`src/rtl/fibo_pkg.sv`:
```
// Shared definitions for the Fibonacci sequence engine: FSM state encoding
// and the pointer-width helper used to size register-file addresses.
package fibo_pkg;

  typedef enum logic [2:0] {
    ST_IDLE  = 3'd0,
    ST_LOAD0 = 3'd1,
    ST_LOAD1 = 3'd2,
    ST_EMIT  = 3'd3,
    ST_ADD   = 3'd4,
    ST_DONE  = 3'd5
  } fibo_state_e;

  function automatic int clog2(input int value);
    int r;
    r = 0;
    for (int i = 0; i < 31; i++) begin
      if ((32'sd1 << i) < value) r = i + 1;
    end
    return r;
  endfunction

endpackage

```
`src/rtl/fibo_regfile.sv`:
```
// NREGS x WIDTH term history: one write port, combinational read ports for
// the two adder operands, the emitted term and the history tap.
module fibo_regfile
  import fibo_pkg::*;
#(
  parameter int WIDTH = 8,
  parameter int NREGS = 4,
  parameter int PW    = clog2(NREGS)
) (
  input  logic             clk,
  input  logic             rst_n,
  input  logic             we,
  input  logic [PW-1:0]    waddr,
  input  logic [WIDTH-1:0] wdata,
  input  logic [PW-1:0]    ra_addr,
  output logic [WIDTH-1:0] ra_data,
  input  logic [PW-1:0]    rb_addr,
  output logic [WIDTH-1:0] rb_data,
  input  logic [PW-1:0]    re_addr,
  output logic [WIDTH-1:0] re_data,
  input  logic [PW-1:0]    rh_addr,
  output logic [WIDTH-1:0] rh_data
);

  logic [WIDTH-1:0] mem_r [NREGS];

  // storage array with single write port
  always_ff @(posedge clk or negedge rst_n) begin
    if (!rst_n) begin
      for (int i = 0; i < NREGS; i++) mem_r[i] <= {WIDTH{1'b0}};
    end else if (we) begin
      mem_r[waddr] <= wdata;
    end
  end

  assign ra_data = mem_r[ra_addr];
  assign rb_data = mem_r[rb_addr];
  assign re_data = mem_r[re_addr];
  assign rh_data = mem_r[rh_addr];

endmodule

```
`src/rtl/fibo_seq_engine.sv`:
```
// Fibonacci sequence engine: controller FSM, term counter, adder and flags
// around fibo_regfile. Define FIBO_SAT_EN to saturate sums on carry.
module fibo_seq_engine
  import fibo_pkg::*;
#(
  parameter int WIDTH = 8,
  parameter int NREGS = 4,
  parameter int CNTW  = 8,
  parameter int PW    = clog2(NREGS)
) (
  input  logic             clk,
  input  logic             rst_n,
  input  logic             start,
  input  logic [WIDTH-1:0] seed0,
  input  logic [WIDTH-1:0] seed1,
  input  logic [CNTW-1:0]  num_terms,
  output logic [WIDTH-1:0] term_data,
  output logic             term_valid,
  input  logic             term_ready,
  output logic             zero_flag,
  output logic             overflow,
  output logic             busy,
  output logic             done,
  input  logic [PW-1:0]    hist_sel,
  output logic [WIDTH-1:0] hist_data
);

  localparam logic [PW-1:0]   PTR_ZERO = {PW{1'b0}};
  localparam logic [PW-1:0]   PTR_ONE  = {{(PW-1){1'b0}}, 1'b1};
  localparam logic [PW-1:0]   PTR_TWO  = {{(PW-2){1'b0}}, 2'b10};
  localparam logic [CNTW-1:0] CNT_ZERO = {CNTW{1'b0}};
  localparam logic [CNTW-1:0] CNT_ONE  = {{(CNTW-1){1'b0}}, 1'b1};

  fibo_state_e      state_r, state_s;
  logic [PW-1:0]    wp_r, ep_r;
  logic [CNTW-1:0]  cnt_r;
  logic [WIDTH-1:0] seed0_r, seed1_r;
  logic             ovf_r;

  logic             we_s;
  logic [PW-1:0]    waddr_s;
  logic [WIDTH-1:0] wdata_s;
  logic [WIDTH-1:0] ra_data_s, rb_data_s, re_data_s;
  logic [WIDTH:0]   sum_s;
  logic             carry_s;
  logic [WIDTH-1:0] add_term_s;
  logic             hs_s;
  logic [CNTW-1:0]  cnt_dec_s;
  logic [PW-1:0]    ep_inc_s;

  fibo_regfile #(.WIDTH(WIDTH), .NREGS(NREGS), .PW(PW)) u_regfile (
    .clk     (clk),
    .rst_n   (rst_n),
    .we      (we_s),
    .waddr   (waddr_s),
    .wdata   (wdata_s),
    .ra_addr (wp_r - PTR_ONE),
    .ra_data (ra_data_s),
    .rb_addr (wp_r - PTR_TWO),
    .rb_data (rb_data_s),
    .re_addr (ep_r),
    .re_data (re_data_s),
    .rh_addr (wp_r - PTR_ONE - hist_sel),
    .rh_data (hist_data)
  );

  assign sum_s     = {1'b0, ra_data_s} + {1'b0, rb_data_s};
  assign carry_s   = sum_s[WIDTH];
  assign hs_s      = (state_r == ST_EMIT) && term_ready;
  assign cnt_dec_s = cnt_r - CNT_ONE;
  assign ep_inc_s  = ep_r + PTR_ONE;

`ifdef FIBO_SAT_EN
  assign add_term_s = carry_s ? {WIDTH{1'b1}} : sum_s[WIDTH-1:0];
`else
  assign add_term_s = sum_s[WIDTH-1:0];
`endif

  // FSM state register
  always_ff @(posedge clk or negedge rst_n) begin
    if (!rst_n) state_r <= ST_IDLE;
    else        state_r <= state_s;
  end

  // next-state logic
  always_comb begin
    state_s = state_r;
    case (state_r)
      ST_IDLE:  if (start) state_s = ST_LOAD0; else state_s = ST_IDLE;
      ST_LOAD0: state_s = ST_LOAD1;
      ST_LOAD1: if (cnt_r == CNT_ZERO) state_s = ST_DONE; else state_s = ST_EMIT;
      ST_EMIT: begin
        if (hs_s) begin
          if (cnt_dec_s == CNT_ZERO)  state_s = ST_DONE;
          else if (ep_inc_s == wp_r) state_s = ST_ADD;
          else                       state_s = ST_EMIT;
        end else begin
          state_s = ST_EMIT;
        end
      end
      ST_ADD:   state_s = ST_EMIT;
      ST_DONE:  state_s = ST_IDLE;
      default:  state_s = ST_IDLE;
    endcase
  end

  // register-file write port: seeds in LOAD0/LOAD1, sums in ADD
  always_comb begin
    we_s    = 1'b0;
    waddr_s = PTR_ZERO;
    wdata_s = {WIDTH{1'b0}};
    case (state_r)
      ST_LOAD0: begin we_s = 1'b1; waddr_s = PTR_ZERO; wdata_s = seed0_r;    end
      ST_LOAD1: begin we_s = 1'b1; waddr_s = PTR_ONE;  wdata_s = seed1_r;    end
      ST_ADD:   begin we_s = 1'b1; waddr_s = wp_r;     wdata_s = add_term_s; end
      default:  begin we_s = 1'b0; waddr_s = PTR_ZERO; wdata_s = {WIDTH{1'b0}}; end
    endcase
  end

  // datapath registers: seeds, count, pointers and sticky overflow
  always_ff @(posedge clk or negedge rst_n) begin
    if (!rst_n) begin
      seed0_r <= {WIDTH{1'b0}};
      seed1_r <= {WIDTH{1'b0}};
      cnt_r   <= CNT_ZERO;
      wp_r    <= PTR_ZERO;
      ep_r    <= PTR_ZERO;
      ovf_r   <= 1'b0;
    end else begin
      case (state_r)
        ST_IDLE: begin
          if (start) begin
            seed0_r <= seed0;
            seed1_r <= seed1;
            cnt_r   <= num_terms;
            wp_r    <= PTR_ZERO;
            ep_r    <= PTR_ZERO;
            ovf_r   <= 1'b0;
          end
        end
        ST_LOAD0: wp_r <= PTR_ONE;
        ST_LOAD1: wp_r <= PTR_TWO;
        ST_EMIT: begin
          if (hs_s) begin
            cnt_r <= cnt_dec_s;
            ep_r  <= ep_inc_s;
          end
        end
        ST_ADD: begin
          wp_r <= wp_r + PTR_ONE;
          if (carry_s) ovf_r <= 1'b1;
        end
        default: ;
      endcase
    end
  end

  // outputs decoded from the registered state; term_data is held at zero outside EMIT
  always_comb begin
    term_valid = 1'b0;
    term_data  = {WIDTH{1'b0}};
    busy       = (state_r != ST_IDLE);
    done       = (state_r == ST_DONE);
    overflow   = ovf_r;
    if (state_r == ST_EMIT) begin
      term_valid = 1'b1;
      term_data  = re_data_s;
    end else begin
      term_valid = 1'b0;
      term_data  = {WIDTH{1'b0}};
    end
    zero_flag = term_valid && (term_data == {WIDTH{1'b0}});
  end

endmodule

```
`config.mk`:
```
export PLATFORM = sky130hd
export DESIGN_NAME = fibo_seq_engine
export DESIGN_NICKNAME = d
export VERILOG_FILES = /design/src/rtl/fibo_pkg.sv /design/src/rtl/fibo_regfile.sv /design/src/rtl/fibo_seq_engine.sv
export SDC_FILE = /design/constraint.sdc
export NUM_CORES = 1
export LEC_CHECK = 0
export ABC_AREA = 0
export BUFFER_PORTS_ARGS = -buffer_cell sky130_fd_sc_hd__buf_4
export CORE_MARGIN = 2
export CORE_UTILIZATION = 53
export CTS_CLUSTER_SIZE = 10
export DETAILED_ROUTE_END_ITERATION = 16
export PLACE_DENSITY_LB_ADDON = 0.15
export REMOVE_ABC_BUFFERS = 1
export SYNTH_ARGS = -nofsm -noshare
export SYNTH_HDL_FRONTEND = slang
export SYNTH_HIERARCHICAL = 1
export SYNTH_SLANG_ARGS = --single-unit
```
`constraint.sdc`:
```
create_clock -name clk -period 3.96 [get_ports clk]
set_input_delay 0.792 -clock clk [delete_from_list [all_inputs] [get_ports clk]]
set_output_delay 0.792 -clock clk [all_outputs]
set_load 0.005 [all_outputs]
```
==> results.md, run 1 <==
* Grt ovf at 0
* Synthesis-to-finish area growth at 14.0%
* First-pass GRT wire length at 16100 µm
* Status: completed
* Fill cells at around 630
* Leakage at 2.11 nW
* Inst Count DP at a little under 500
* Die width at between 90 and 100 µm
* CTS Buf Count at 9
* Post-synth EDFFs at 0
* IO Pins at 51
* Resized cells post-CTS at 0
* CTS hold repair buffers at 0
* Final setup violation count at 0
* Main synth FF type: dfrtp_1
* Die ar. at slightly below 9000 µm²
* Initial Util at a little over half
* Synth Area in Compound Gates at 11.6%
* Largest net degree at the start of global routing at 65
* Pwr/cell area at 759 nW/µm²
* Total GRT Usage at 24.2%
* CTS tree: done
* Iter 0 DRT Violations at 130
* CP Max Fanout at 14
* Endpoints failing hold at 0
* Sequential element share of the synthesized area at 37.7%
* WL/cell at 19.0 µm
* CP Capture Type: output pin
* Worst Path Arrival at 2.77 ns
* Tcrit/Tclk final at 90.0%
* Critical Path RT at about 3.2 ns
* Vias/cell at between 6 and 7
* TNS Setup at 0 ns
* Dpl hpwl at 6710 µm
* Synth cell types at 56
* Avg Inst Size Synth at approximately 12 µm²
* # DRC at 0
* Critical path class: reg -> out
* Port bufs at 50
* Core outline area at 7770 µm²
* Post-Layout Cell Count at 507
* RSZ-0062 raised after global routing: false
* Routed WL at 9610 µm
* Vias in the first global route at 3135
* Hold Crit Class: reg -> reg
* Post-DRT Antenna Nets at 0
* Fin. max-slew vios at 0
* Mux cell area share after synthesis at 29.9%
* CTS root buf: clkbuf_8
* Clock Sinks at 64
* Maximum vdd drop at 362 µV
* Largest family of logic cells by synthesized area: multiplexers
* Adder-Cell Fraction of Synth Area at 4.00%
* Layout cells sized above 1 at 39.6%
* Slew HR at 21.7%
* Fmax at 0.281 GHz
* Postcts setup bufs at 0
* XOR/XNOR Fraction of Synth Area at about 2.3%
* Ys Warns at 6
* Post-synth ARST share at between 90% and 100%
* Fin crit period at 3.56 ns
* Drt first pass iters at 4
* Startpoint type of the worst setup path: flop
* Syn Inst Count at 355
* FF+latch count, synth at between 60 and 70
* H-tree depth at 3
* Die height at 93.6 µm
* Worst Tran Pin Value at 1.17 ns
* Post-synthesis cell area at roughly 4300 µm²
* Worst skew pair latency at between 0.3 and 0.4 ns
* RD Place Congestion at 0.852
* Simple-gate share of the synthesized area at a little over a tenth
* Vias at 3094
* Rows at 32
* R2r setup slk at 0.43 ns
* Nets at around 440
* Initial antenna violation count at 1
* Clock Tree Buf Depth at 2
* Number of max-cap violations at 0
* Clock transition at path regs at 0.07 ns
* Layout Skew at 0.00988 ns
cells in the mapped netlist, drive strengths merged, types with 3 or more instances:
| master | n | area share (%) |
|---|---|---|
| dfrtp | 64 | 38 |
| mux2 | 48 | 13 |
| mux4 | 32 | 17 |
| nor2 | 21 | 1.9 |
| o21ai | 20 | 2.4 |
| buf | 16 | 2.2 |
| inv | 15 | 1.3 |
| a21oi | 14 | 1.9 |
| ha | 12 | 3.5 |
| nand2 | 11 | 1.1 |
| and2 | 9 | 1.3 |
| a22oi | 7 | 1.2 |
| nand3 | 7 | 0.94 |
| nor3 | 6 | 0.97 |
| o22ai | 6 | 0.88 |
| xnor2 | 6 | 1.2 |
| nor2b | 5 | 0.91 |
| o211ai | 5 | 0.88 |
| xor2 | 5 | 1.0 |
| a211oi | 4 | 0.71 |
| a21o | 4 | 0.71 |
| clkbuf | 4 | 0.35 |
| a31oi | 3 | 0.44 |
| nand3b | 3 | 0.71 |
| nor3b | 3 | 0.79 |
| nor4 | 3 | 0.44 |
critical path, cell delays in order (launching register included):
cell and delay (ns):
dfrtp_1 0.38, buf_4 0.22, xnor2_1 0.15, buf_4 0.20, xnor2_1 0.90, mux4_2 0.43
buf_4 0.15
layout make-up:
class,instances,area [µm²],area share (%)
Inverter,15,56.3,1.16
Tap cell,102,128,2.63
Antenna cell,1,2.50,0.0516
Timing Repair Buffer,53,398,8.21
Clock inverter,5,32.5,0.671
Clock buffer,11,141,2.92
Sequential cell,64,1600,33.0
Multi-Input combinational cell,256,2490,51.3
flip-flops by register name, indices dropped and copies added (netlist names):
| register | cells |
|---|---|
| cnt_r | 8 |
| ep_r | 2 |
| u_regfile/mem_r | 32 |
| overflow | 1 |
| wp_r | 2 |
| state_r | 3 |
| seed1_r | 8 |
| seed0_r | 8 |
layer usage:
| metal | GRT usage [%] | up-vias | routed length (µm) |
|---|---|---|---|
| met5 | 0 | - | 0 |
| met4 | 6.88 | 0 | 165 |
| met1 | 33.0 | 1550 | 4170 |
| met3 | 5.32 | 12 | 440 |
| li1 | - | 1455 | - |
| met2 | 39.4 | 77 | 4830 |
path summary, 6_finish.rpt:
kind	cells past startpoint	start	to
setup / recovery	6	wp_r[0]	hist_data[0]
hold / removal	1	seed0_r[5]	seed0_r[5]
setup reg to reg	11	wp_r[0]	u_regfile/mem_r[14]
hold reg to reg	1	seed0_r[5]	seed0_r[5]
max in group asynchronous	1	rst_n	u_regfile/mem_r[28]
min in group asynchronous	1	rst_n	cnt_r[3]
layout by cell type (no fill, tap or decap), types with 7 or more instances in the layout:
cell type and n:
o21ai_0 17, buf_4 53, dfrtp_1 64, a21oi_1 13, ha_1 12, nor2_1 20, mux2_2 47, and2_1 9
mux4_2 32, inv_1 13, a22oi_1 7, clkbuf_8 10, nand2_1 10
metrics by stage:
| step | hold WS [ns] | power [mW] | utilization [%] | worst slack (ns) | cell area, µm² |
|---|---|---|---|---|---|
| floorplan | 0.459 | 2.54 | - | 0.634 | 4140 |
| global placement | 0.474 | 3.13 | 60.1 | 0.519 | 4670 |
| detailed placement | 0.477 | 3.18 | 60.1 | 0.425 | 4670 |
| CTS | 0.493 | 3.70 | 62.4 | 0.413 | 4840 |
| global route | 0.531 | 3.94 | 62.4 | 0.163 | 4850 |
| finish | 0.490 | 3.68 | 62.4 | 0.395 | 4850 |
cells by family after synthesis:
kind of cell / Yosys count
XOR/XNOR: 11
AO/OA/AOI/OAI: 75
flip-flops: 64
adder cells (fa/ha/maj): 13
multiplexers: 81
AND/OR/NAND/NOR: 76
buffers and inverters: 35
where the power goes:
part	leakage [nW]	switching, mW	internal [mW]	total [mW]
combinational	1.21	1.01	0.996	2.01
clock	0.0813	0.263	0.242	0.505
sequential	0.820	0.288	0.876	1.16
total	2.11	1.56	2.11	3.68
Note: power is estimated with default switching activity, not from simulation.
==> inputs of run 2 (changes only) <==
Settings changed: ABC_AREA 0 to 1, PLACE_DENSITY from default to 0.78, PLACE_DENSITY_LB_ADDON 0.15 to default.
==> results.md, run 2 <==
* Seq pwr share at 21.0% (was 31.7%)
* Critical Path RT at 3.17 ns (about the same)
* TNS Setup at 0 ns (unchanged)
* Nets at 824 (was 442)
* CTS Buf Count at 9 (unchanged)
* Most frequent cells in the layout: nand2_1, nand3_1, inv_1 (was dfrtp_1, buf_4, mux2_2)
* Critical Path Max Stage Delay at 0.46 ns (was 0.90 ns)
* RSZ-0062 raised after global routing: false (unchanged)
* Core outline area at 9060 µm² (was 7770 µm²)
* Largest net degree at the start of global routing at 65 (unchanged)
* Internal power at 2.46 mW (was 2.11 mW)
* CP Max Fanout at 18 (was 14)
* Vias/cell at 5.53 (was 6.10)
* FF+latch count, synth at 64 (unchanged)
* Multi-input combinational cell area at 2700 µm² (was 2490 µm²)
* Final setup violation count at 0 (unchanged)
* Logic gate share of total power at 65.0% (was 54.6%)
* Routed WL at 14200 µm (was 9610 µm)
* Clock power frac at 13.9% (was 13.7%)
* Post-synth top cells: nand2_1, nand3_1, inv_1, dfrtp_1, nor2_1 (was dfrtp_1, mux2_2, mux4_2, nor2_1, o21ai_0)
* Post-synth EDFFs at 0 (unchanged)
* Total GRT Usage at 29.7% (was 24.2%)
* Fin. max-slew vios at 0 (unchanged)
* Most common cell in the netlist: nand2_1 (was dfrtp_1)
* Worst Tran Pin Value at 0.996 ns (was 1.17 ns)
* Startpoint type of the worst setup path: flop (unchanged)
* Worst Path Arrival at 2.37 ns (was 2.77 ns)
* Post-synth ARST share at 100% (unchanged)
* Hold Path Depth at 2 (was 1)
* Post-Layout Cell Count at 897 (was 507)
* WHS Endpoint: u_regfile/mem_r[30] (was seed0_r[5])
* Post-synthesis cell area at 4880 µm² (was 4250 µm²)
* R2R cell count at 13 (was 11)
* CTS tree: done (unchanged)
* CTS hold repair buffers at 0 (unchanged)
* Syn Inst Count at 741 (was 355)
* Switching share of power at 52.2% (was 42.5%)
* Grt ovf at 0 (unchanged)
* Port bufs at 50 (unchanged)
* CP Capture Type: output pin (unchanged)
* Clock transition at path regs at 0.07 ns (about the same)
* Die ar. at 10000 µm² (was 8750 µm²)
* Avg Inst Size Synth at 6.59 µm² (was 12.0 µm²)
* Switch Pwr at 2.68 mW (was 1.56 mW)
* Worst skew pair latency at 0.35 ns (about the same)
* WP buf/inv at 4 (was 3)
* RD Place Congestion at 1.02 (was 0.852)
* Initial Util at 53.9% (was 54.7%)
* H-tree depth at 3 (unchanged)
* Maximum vdd drop at 518 µV (was 362 µV)
* Top-area cell type share of the netlist area at 32.8% (was 37.7%)
* Fin crit period at 3.16 ns (was 3.56 ns)
* Clock Tree Buf Depth at 2 (unchanged)
* Hold Crit Class: reg -> reg (unchanged)
* Final hold slack at 0.472 ns (was 0.490 ns)
* Iter 0 DRT Violations at 431 (was 130)
* Drt first pass iters at 5 (was 4)
* Rows at 35 (was 32)
* Pwr/cell area at 935 nW/µm² (was 759 nW/µm²)
* Largest area contributor in the netlist: dfrtp_1 (unchanged)
* Initial antenna violation count at 0 (was 1)
* Critical Path Stages at 9 (was 6)
* # DRC at 0 (unchanged)
* RR Endpoint: u_regfile/mem_r[12] (was u_regfile/mem_r[14])
* R2r startpoint: wp_r[0] (unchanged)
* Leakage at 3.14 nW (was 2.11 nW)
* First-pass GRT wire length at 23100 µm (was 16100 µm)
* Most common cell after layout, fill and taps aside: nand2_1 (was dfrtp_1)
* Max reg flops at 32 (unchanged)
* Pre-CTS setup slack at 0.851 ns (was 0.425 ns)
* FF/Latch Area at 1600 µm² (unchanged)
* Dpl hpwl at 10500 µm (was 6710 µm)
* Synth area leaders: dfrtp_1, nand2_1, nand3_1, inv_1, ha_1 (was dfrtp_1, mux4_2, mux2_2, ha_1, o21ai_0)
* Postcts setup bufs at 0 (unchanged)
* Vias at 4962 (was 3094)
* Slowest library cell on the worst path: dfrtp_1 (was xnor2_1)
* IO Pins at 51 (unchanged)
* Synthesis-to-finish area growth at 12.5% (was 14.0%)
* Layout Skew at 0.0124 ns (was 0.00988 ns)
* WL/cell at 15.9 µm (was 19.0 µm)
* Main synth FF type: dfrtp_1 (unchanged)
* Final WS setup at 0.802 ns (was 0.395 ns)
* Antenna Cells at 0 (was 1)
* Worst Min Path Start: u_regfile/mem_r[30] (was seed0_r[5])
* Clock Sinks at 64 (unchanged)
* Synth cell types at 42 (was 56)
* Inst Count DP at 881 (was 490)
* Tcrit/Tclk final at 79.8% (was 90.0%)
* Resized cells post-CTS at 0 (unchanged)
* Number of max-cap violations at 0 (unchanged)
* Ys Warns at 6 (unchanged)
* Largest reg by FF count: u_regfile/mem_r (unchanged)
* Vias in the first global route at 4518 (was 3135)
* Die height at 100 µm (was 93.6 µm)
* Endpoints failing hold at 0 (unchanged)
* Layout cells sized above 1 at 14.1% (was 39.6%)
* Sequential element share of the synthesized area at 32.8% (was 37.7%)
* Fmax at 0.317 GHz (was 0.281 GHz)
* Status: completed (unchanged)
* Cell chain of the critical path: buf_4 > ha_1 > xnor2_1 > xor2_1 > buf_4 > inv_1 > nand3_1 > nand2_1 > buf_4 (was buf_4 > xnor2_1 > buf_4 > xnor2_1 > mux4_2 > buf_4)
* CTS root buf: clkbuf_8 (unchanged)
* R2r setup slk at 0.83 ns (was 0.43 ns)
* Slew HR at 33.4% (was 21.7%)
* Critical path class: reg -> out (unchanged)
* Fill cells at 872 (was 634)
* Most Frequent Cell on Critical Path: buf_4 (unchanged)
* Post-DRT Antenna Nets at 0 (unchanged)
* Die width at 100 µm (was 93.6 µm)
* Delay-heaviest family, CP: buffers and inverters (was XOR/XNOR gates)
==> run 2: worst register-to-register path, cell delays in order (launching register included) <==
cell      delay (ns)
dfrtp_1         0.46
xor2_1          0.27
inv_1           0.20
inv_1           0.24
nand3_1         0.11
nand2_1         0.07
ha_1            0.17
inv_1           0.06
fa_1            0.41
o31ai_1         0.33
nor2_1          0.07
o211ai_1        0.40
nand4_1         0.15
nand2_1         0.11
==> run 2: layout make-up <==
class | count | share of cell area [%]
clock inverters | 7 | 2.28
multi-input cells | 551 | 49.1
flip-flops and latches | 64 | 29.2
repair buffers | 59 | 8.06
well taps | 111 | 2.53
clock buffers | 9 | 2.26
inverters | 96 | 6.65
==> run 2: through the flow <==
stage	cell area [µm²]	total power [mW]	util (%)
final	5490	5.13	60.6
after global routing	5490	5.63	60.6
after CTS	5490	5.09	60.6
after detailed placement	5240	4.37	57.8
after global placement	5240	4.29	57.8
after floorplan	4660	3.31	-
==> run 2: power by group through the flow <==
stage	Sequential (mW)	Combinational, mW	Clock, mW
global placement	1.08	3.22	0
CTS	1.08	3.29	0.723
floorplan	1.05	2.25	0
detailed placement	1.09	3.28	0
finish	1.08	3.34	0.715
global route	1.11	3.76	0.754
==> run 2: how the worst max path moves through the flow <==
stage / slack (ns) / start / end
after detailed placement: 0.85 / wp_r[0] / u_regfile/mem_r[12]
after global placement: 0.99 / hist_sel[0] / hist_data[7]
after floorplan: 0.78 / wp_r[0] / u_regfile/mem_r[0]
final: 0.80 / wp_r[0] / hist_data[7]
after CTS: 0.83 / wp_r[0] / hist_data[4]
after global routing: 0.52 / wp_r[0] / u_regfile/mem_r[20]
==> run 2: cell families after synthesis <==
| logic type | Yosys count | synth area share, % |
|---|---|---|
| compound gates | 46 | 6.69 |
| xor+xnor | 8 | 1.44 |
| buf+inv | 126 | 12.0 |
| flops | 64 | 32.8 |
| fa+ha+maj | 13 | 3.49 |
| simple gates | 484 | 43.6 |
==> run 2: per-layer routing <==
metal  up-vias  global-route usage [%]  share of wire (%)
li1       2415                       -                  -
met4         0                    13.2                4.1
met5         -                       0                  0
met1      2250                    40.5                 43
met3        41                    4.39                7.7
met2       256                    47.2                 46
==> inputs of run 3 (changes only) <==
Clock period 3.96 ns to 3.2 ns, I/O delays scaled along.
==> results.md, run 3 (synthesized netlist as in run 2, its figures left out) <==
* Leakage at 3.13 nW (was 3.14 nW)
* Worst Tran Pin Value at 0.810 ns (was 0.996 ns)
* Routed WL at 14200 µm (about the same)
* Number of max-cap violations at 0 (unchanged)
* Largest reg by FF count: u_regfile/mem_r (unchanged)
* Status: completed (unchanged)
* Cell chain of the critical path: buf_4 > ha_1 > xnor2_1 > xor2_1 > buf_4 > inv_1 > nand3_1 > nand2_1 > buf_4 (unchanged)
* Synthesis-to-finish area growth at 11.9% (was 12.5%)
* Dpl hpwl at 10600 µm (was 10500 µm)
* CP endpoint: hist_data[0] (was hist_data[7])
* Final setup violation count at 0 (unchanged)
* Resized cells post-CTS at 0 (unchanged)
* Clock Tree Buf Depth at 2 (unchanged)
* CP Capture Type: output pin (unchanged)
* Clock Sinks at 64 (unchanged)
* Logic gate share of total power at 67.5% (was 65.0%)
* Largest net degree at the start of global routing at 65 (unchanged)
* RSZ-0062 raised after global routing: false (unchanged)
* Vias/cell at 5.52 (was 5.53)
* Drt first pass iters at 5 (unchanged)
* Die width at 100 µm (unchanged)
* Global Route met1 Usage at 40.5% (about the same)
* R2r setup slk at 0.24 ns (was 0.83 ns)
* Slew HR at 46.0% (was 33.4%)
* Delay-heaviest family, CP: buffers and inverters (unchanged)
* Die ar. at 10000 µm² (unchanged)
* H-tree depth at 3 (unchanged)
* Initial Util at 53.9% (unchanged)
* Tot Pwr at 6.20 mW (was 5.13 mW)
* Pre-CTS setup slack at 0.320 ns (was 0.851 ns)
* Hold Crit Class: in -> async (was reg -> reg)
* Critical path class: reg -> out (unchanged)
* R2R cell count at 14 (was 13)
* Final WS setup at 0.245 ns (was 0.802 ns)
* Most common cell after layout, fill and taps aside: nand2_1 (unchanged)
* Rows at 35 (unchanged)
* CP Max Fanout at 21 (was 18)
* Startpoint type of the worst setup path: flop (unchanged)
* Fin crit period at 2.96 ns
* CP startpoint: wp_r[0] (unchanged)
* Clock power frac at 10.9% (was 13.9%)
* First-pass GRT wire length at 24000 µm (was 23100 µm)
* CTS root buf: clkbuf_8 (unchanged)
* WL/cell at 15.7 µm (was 15.9 µm)
* Most Frequent Cell on Critical Path: buf_4 (unchanged)
* Vias at 4975 (was 4962)
* Clock transition at path regs at 0.07 ns (about the same)
* Postcts setup bufs at 0 (unchanged)
* CTS tree: done (unchanged)
* Critical Path Stages at 9 (unchanged)
* Initial antenna violation count at 0 (unchanged)
* Fin. max-slew vios at 0 (unchanged)
* CTS Buf Count at 9 (unchanged)
* Port bufs at 50 (unchanged)
* Core outline area at 9060 µm² (unchanged)
* Layout Skew at 0.0119 ns (was 0.0124 ns)
* RD Place Congestion at 0.975 (was 1.02)
* Seq pwr share at 21.6% (was 21.0%)
* Grt met3 use at 4.67% (was 4.39%)
* IO Pins at 51 (unchanged)
* Grt ovf at 0 (unchanged)
* Worst Path Arrival at 2.32 ns (was 2.37 ns)
* RR Endpoint: u_regfile/mem_r[18] (was u_regfile/mem_r[12])
* Die height at 100 µm (unchanged)
* Worst skew pair latency at 0.34 ns (was 0.35 ns)
* Layout cells sized above 1 at 14.4% (was 14.1%)
* Pwr/cell area at 1140 nW/µm² (was 935 nW/µm²)
* Antenna Cells at 0 (unchanged)
* Iter 0 DRT Violations at 390 (was 431)
* Total GRT Usage at 30.3% (was 29.7%)
* Most frequent cells in the layout: nand2_1, nand3_1, inv_1 (unchanged)
* Final hold slack at 0.385 ns (was 0.472 ns)
* Busiest grt layer: met2 (unchanged)
* Critical Path Max Stage Delay at 0.40 ns (was 0.46 ns)
* WP buf/inv at 4 (unchanged)
* Post-DRT Antenna Nets at 0 (unchanged)
* Critical Path RT at 2.56 ns (was 3.17 ns)
* Fmax at 0.338 GHz
* Switching share of power at 53.1% (was 52.2%)
* R2r startpoint: wp_r[1] (was wp_r[0])
* CTS hold repair buffers at 0 (unchanged)
* Global routing usage on met2 at 50.3% (was 47.2%)
* # DRC at 0 (unchanged)
* Post-Layout Cell Count at 901 (was 897)
* TNS Setup at 0 ns (unchanged)
* Endpoints failing hold at 0 (unchanged)
* Max reg flops at 32 (unchanged)
* Inst Count DP at 885 (was 881)
* Nets at 828 (was 824)
* Tcrit/Tclk final at between 90% and 100%
* Switch Pwr at 3.29 mW (was 2.68 mW)
* Maximum vdd drop at 626 µV (was 518 µV)
* Internal power at 2.91 mW (was 2.46 mW)
* Vias in the first global route at 4827 (was 4518)
* Slowest library cell on the worst path: dfrtp_1 (unchanged)
run 3: cell types whose count changed in the layout (fill, tap and decap cells not counted):
cell	delta
inv_6	-3
buf_4	+4
clkinvlp_4	+2
bufinv_16	-2
clkbuf_1	+1
clkinv_2	+3
clkinv_4	-1
run 3: how the worst min path moves through the flow:
stage / to / cells past startpoint / start
CTS: u_regfile/mem_r[17] / 1 / rst_n
global placement: u_regfile/mem_r[11] / 2 / u_regfile/mem_r[11]
floorplan: cnt_r[0] / 0 / rst_n
detailed placement: u_regfile/mem_r[25] / 2 / u_regfile/mem_r[25]
global route: u_regfile/mem_r[5] / 1 / rst_n
finish: u_regfile/mem_r[25] / 1 / rst_n
run 3: worst register-to-register path, stage by stage (launching register included):
cell	delay, ns
dfrtp_1	0.42
xor2_1	0.26
inv_1	0.09
inv_1	0.22
nand3_1	0.11
nand2_1	0.07
ha_1	0.17
inv_1	0.07
fa_1	0.41
inv_1	0.10
nor2_1	0.04
o311ai_0	0.50
buf_4	0.23
nand4_1	0.10
nand2_1	0.10
run 3: power by group through the flow:
stage | clock network, mW | logic, mW | registers [mW]
2_1_floorplan | 0 | 2.79 | 1.30
3_3_place_gp | 0 | 4.03 | 1.33
3_5_place_dp | 0 | 4.12 | 1.34
4_1_cts | 0.690 | 4.15 | 1.33
5_1_grt | 0.722 | 4.73 | 1.38
6_report | 0.676 | 4.18 | 1.34
run 3: through the flow:
step	cell area (µm²)	util [%]
floorplan	4660	-
global placement	5270	58.2
detailed placement	5270	58.2
CTS	5460	60.2
global route	5460	60.2
finish	5460	60.2
run 3: cell type report:
cell class	instances	area [µm²]
Fill cell	872	3600
Multi-Input combinational cell	551	2700
Clock inverter	6	60.1
Timing Repair Buffer	63	473
Sequential cell	64	1600
Inverter	96	365
Clock buffer	10	128
Tap cell	111	139
run 3: per-layer routing:
| layer | share of wire [%] | vias to the layer above |
|---|---|---|
| li1 | - | 2436 |
| met1 | 43 | 2261 |
| met2 | 47 | 249 |
| met3 | 7.7 | 29 |
| met4 | 2.4 | 0 |
| met5 | 0 | - |
